**src/rtl/pmp_pkg.sv**
```systemverilog
// Shared definitions for the sequential PMP checker: cfg byte layout, field
// encodings, FSM state codes and the access-extent helper.
package pmp_pkg;

    localparam int CFG_R     = 0;
    localparam int CFG_W     = 1;
    localparam int CFG_X     = 2;
    localparam int CFG_A_LSB = 3;
    localparam int CFG_L     = 7;

    typedef enum logic [1:0] {
        A_OFF   = 2'b00,
        A_TOR   = 2'b01,
        A_NA4   = 2'b10,
        A_NAPOT = 2'b11
    } pmp_a_e;

    typedef enum logic [1:0] {
        ACC_READ    = 2'b00,
        ACC_WRITE   = 2'b01,
        ACC_EXEC    = 2'b10,
        ACC_ILLEGAL = 2'b11
    } pmp_acc_e;

    localparam logic [1:0] SIZE_BYTE    = 2'b00;
    localparam logic [1:0] SIZE_HALF    = 2'b01;
    localparam logic [1:0] SIZE_WORD    = 2'b10;
    localparam logic [1:0] SIZE_ILLEGAL = 2'b11;

    localparam logic [1:0] ST_IDLE = 2'd0;
    localparam logic [1:0] ST_SCAN = 2'd1;
    localparam logic [1:0] ST_RESP = 2'd2;

    // Offset from the first to the last byte touched by an access of this size.
    function automatic logic [1:0] size_last_offset(input logic [1:0] size);
        case (size)
            SIZE_HALF: return 2'd1;
            SIZE_WORD: return 2'd3;
            default:   return 2'd0;
        endcase
    endfunction

endpackage

```
**src/rtl/pmp_tor_match.sv**
```systemverilog
// Combinational top-of-range matcher: the whole access must lie in [lo, hi)
// and must not wrap past the top of the 32-bit address space.
module pmp_tor_match
    import pmp_pkg::*;
(
    input  logic [31:0] addr,
    input  logic [1:0]  size,
    input  logic [31:0] lo,
    input  logic [31:0] hi,
    output logic        match
);

    logic [32:0] last;

    assign last  = {1'b0, addr} + {31'b0, size_last_offset(size)};
    assign match = !last[32] && (addr >= lo) && (last[31:0] < hi);

endmodule

```
**config.mk**
```make
export PLATFORM = sky130hd
export DESIGN_NAME = pmp_tor_match
export DESIGN_NICKNAME = d
export VERILOG_FILES = /design/src/rtl/pmp_pkg.sv /design/src/rtl/pmp_tor_match.sv
export SDC_FILE = /design/constraint.sdc
export NUM_CORES = 1
export LEC_CHECK = 0
export ABC_AREA = 1
export BUFFER_PORTS_ARGS = -buffer_cell sky130_fd_sc_hd__buf_2
export CAP_MARGIN = 20
export CORE_MARGIN = 4
export CORE_UTILIZATION = 30
export DETAILED_ROUTE_END_ITERATION = 6
export PLACE_DENSITY = 0.68
export REMOVE_ABC_BUFFERS = 1
export SLEW_MARGIN = 15
export SYNTH_ARGS = -nofsm -noshare
export SYNTH_HDL_FRONTEND = slang
export SYNTH_SLANG_ARGS = --single-unit
```
**constraint.sdc**
```tcl
create_clock -name vclk -period 3
set_input_delay 0.3 -clock vclk [all_inputs]
set_output_delay 0.3 -clock vclk [all_outputs]
set_load 0.03 [all_outputs]
```
# Yosys cells after proc, flatten, opt, wreduce, memory -nomap -nowiden
# Index checks and enable logic that the tools add are counted.
# totals
inputBits,98
wordCells,9
ff_bits,0
output_inout_bits,1
# classes
magnitude_cmp,2
muxes,1
n_reduce_logical,3
n_addsub,1
n_eq_ne,2
# ops
op,count
$add A32 B2 Y33,1
$ge A32 B32 Y1,1
$lt A32 B32 Y1,1
$pmux W2 S2,1
$eq A2 B1 Y1 const B,1
$eq A2 B2 Y1 const B,1
$logic_and A1 B1 Y1,2
$logic_not A1 Y1,1

# Logic depth before layout (Yosys ltp)
# depth
word_depth,6
depth_mapped,23
depth_no_buf,23

# Worst setup path before layout
# Ideal clock, no wire load.
# synth_path
path_type,input to output
from,in size[0]
to,out match
arrival_time_ns,2.952
stages,23
path_buffers,0
setup_slack_ns,-0.252
cell_sequence,inv_1 > ha_1 > inv_1 > ha_1 > fa_1 > nand2_1 > nor2_4 > nand4_4 > inv_2 > nand2_1 > nor2_1 > xnor2_1 > inv_1 > ha_1 > nand2_1 > inv_1 > o21ai_0 > a21oi_1 > nor2_1 > nand2_1 > nor2_1 > nand2_1 > nor2_1
# synth_via
elab_chain_len,6
word_cells_on_any_way,8
classes_between,1 x add/sub; 1 x order compare; 2 x eq/ne; 1 x mux; 3 x reduce/logical
# synth_lines
item,line,text
from (decl),pmp_tor_match.sv:7,"input logic [1:0] size,"
$eq A2 B2 Y1 / $eq A2 B1 Y1 (equally long branches),pmp_pkg.sv:36,case (size)
$pmux W2 S2 *,pmp_pkg.sv:36,
$add A32 B2 Y33 *,pmp_tor_match.sv:15,"assign last = {1'b0, addr} + {31'b0, size_last_offset(size)};"
"parallel branches: the longest is 2 deep, another holds $lt A32 B32 Y1",-,
$logic_and A1 B1 Y1 *,pmp_tor_match.sv:16,assign match = !last[32] && (addr >= lo) && (last[31:0] < hi);
to (decl),pmp_tor_match.sv:10,output logic match
# Mark *: on every way between the ends.

# Worst setup path in the final report
# layout_path
from,in size[1]
to,out match
# The elaborated chain is that of the path after synthesis.

==> metrics.txt <==
vias in the first global route=around 2800; pwr dens=~110 nW/um^2; Post-DRT Antenna Nets=0; width of the chip=between 90 and 100 um; RSZ-0062 raised after global routing=yes; Max-Slew Margin vs Limit=between 80 and 90%; DRC errors left=0; Yosys warnings=0; Tot Pwr=0.385 mW; Tcrit/Tclk final=108%; post-DR wirelength/cell=10.5 um; Synth-to-Final Area Change=35.1%; global-route wire length before repair=roughly 11000 um; fin. max-slew vios=0; Synth cell types=26; FF+latch count=0; Peak VDD IR=roughly 0.048 mV; # nets final=around 700; FILL cells=roughly 870; First DRT Iteration DRCs=120; CP max-delay cell=ha_1; post-synth top area share=33.0%; die area=approximately 10000 sq um; worst hold path endpoint=match; Cells after Synth=412; most common cell after layout, fill and taps aside=inv_1; top post-synthesis cells by area=ha_1, inv_1, nand2_1; Setup Slack @ Placement=-0.418 ns; hold_buf cts=0; sequential-to-total area share from yosys stat=0%; Hold Crit Depth=7; register area=0 sq um; hold crit path type=in -> out; antenna violations before repair=0; Core Area=8180 sq um; met3 wire len=222 um; row count=33; critical path class=in -> out; Worst-Margin Slew=0.247 ns; slowest stage delay, CP=between 0.2 and 0.3 ns; met1 wire length=3110 um; leakage=between 2 and 2.5 nW; Post-Synthesis Cell Area=approximately 2500 sq um; crit path DAT=slightly below 3 ns; clkbuf count=0; DRT Pass-1 Iters=4; fin crit period=about 3.2 ns; fmax=around 0.31 GHz; Die H=~99 um; syn avg cell area=6.07 sq um; status=complete, but fails checks; setup violators final=1; Placer Congestion=between 0.8 and 0.9; GRT Total Usage=a little over an eighth; Final WS setup=-0.246 ns; largest net degree at the start of global routing=7; crit path launch type=input pin; Top Layer Used=met4; fraction of layout cells with a size suffix above 1=between 20% and 30%; PortBufs=between 90 and 100; multi-input logic area=2200 sq um; dpl hpwl=about 6200 um; Worst setup EP type=output port; Total Wirelength=between 6000 and 7000 um; Ant. Diodes=0; I/O pin cnt=99; MaxCap Viol Count=0; failing checks=setup timing; hold wc startpoint=addr[31]; critical path fanouts, max=6; critical-path cell list=buf_6 -> ha_4 -> inv_4 -> ha_4 -> fa_2 -> nand2_2 -> nor2_4 -> nand4_4 -> inv_2 -> nand3_2 -> nor2_2 -> xnor2_1 -> inv_1 -> ha_1 -> nand4_1 -> nor2_1 -> nand3b_1 -> a21oi_1 -> nor2_2 -> buf_6; most frequent cells in the layout=inv_1, buf_2, nand2_1; initial core utilization=between 30% and 40%; grt total ovfl=0; via count=~2800; cell taking the most area after synthesis=ha_1; routed wl met2=around 3300 um; vias per cell=between 4 and 5; CP required=between 2 and 3 ns; count of final hold-check violations=0
worst max-delay path by stage:
stage                     startpoint  endpoint  slack (ns)  depth (start not counted)
after floorplan              size[0]     match       -0.25                         23
after global placement       size[0]     match       -0.41                         22
after detailed placement     size[0]     match       -0.42                         22
after CTS                    size[0]     match       -0.33                         22
after global routing         size[0]     match       -0.45                         23
final                        size[1]     match       -0.25                         20
routing by layer:
| layer | up-vias | global-route usage [%] |
|---|---|---|
| li1 | 1522 | - |
| met1 | 1205 | 17.2 |
| met2 | 53 | 24.9 |
| met3 | 4 | 0.631 |
| met4 | 0 | 0.525 |
| met5 | - | 0 |
report_power, final:
group,internal [mW],total [mW],switching (mW)
logic,0.177,0.385,0.208
registers,0,0,0
clock network,0,0,0
total,0.177,0.385,0.208
area by class of cell:
cell class / instances / share of cell area (%)
timing repair buffer: 117 / 19.3
tap: 105 / 3.89
multi-input combinational: 307 / 65.0
inverter: 105 / 11.8
worst max-delay path, delay by kind of cell:
family / cells / cell delay, ns
xor+xnor: 1 / 0.12
fa+ha+maj: 4 / 0.84
buf+inv: 5 / 0.45
compound gates: 1 / 0.15
simple gates: 9 / 1.09
per-stage QoR:
stage                     TNS [ns]  hold WS, ns  area (sq um)  cells  utilization, %
after CTS                   -0.330         1.28          3320    633            40.6
after global routing        -0.446         1.30          3380    634            41.4
after floorplan             -0.252        0.953          2500    412               -
after detailed placement    -0.418         1.27          3240    631            39.7
after global placement      -0.407         1.28          3240    631            39.7
final                       -0.246         1.23          3380    634            41.4
cells by family (layout without fill, tap and decap cells):
group / count (synthesis) / count (layout) / share of synthesized area [%]
compound gates: 39 / 39 / 8.45
xor+xnor: 30 / 30 / 10.5
fa+ha+maj: 67 / 67 / 33.8
simple gates: 171 / 171 / 31.5
buf+inv: 105 / 222 / 15.7
synthesized netlist by cell type:
cell        n
inv_1     104
nand2_1    90
ha_1       66
nor2_1     34
a21oi_1    28
xor2_1     17
nand3_1    16
xnor2_1    13
nand4_1     8
nor3_1      6
nand2_2     5
o21ai_0     5
o21a_1      4
nor2_4      3
nor2_2      2
a21o_1      1
fa_1        1
inv_2       1
nand2_4     1
nand3b_1    1
nand4_4     1
nor3_2      1
nor3_4      1
nor3b_2     1
nor4_1      1
o21ai_2     1
timing repair:
item / CTS / global route
endpoints found under the setup margin: 1 / 1
setup buffers: 2 / 1
pin swaps: 17 / 17
gates resized for setup: 15 / 15
Power figures use the tool's default switching activity.
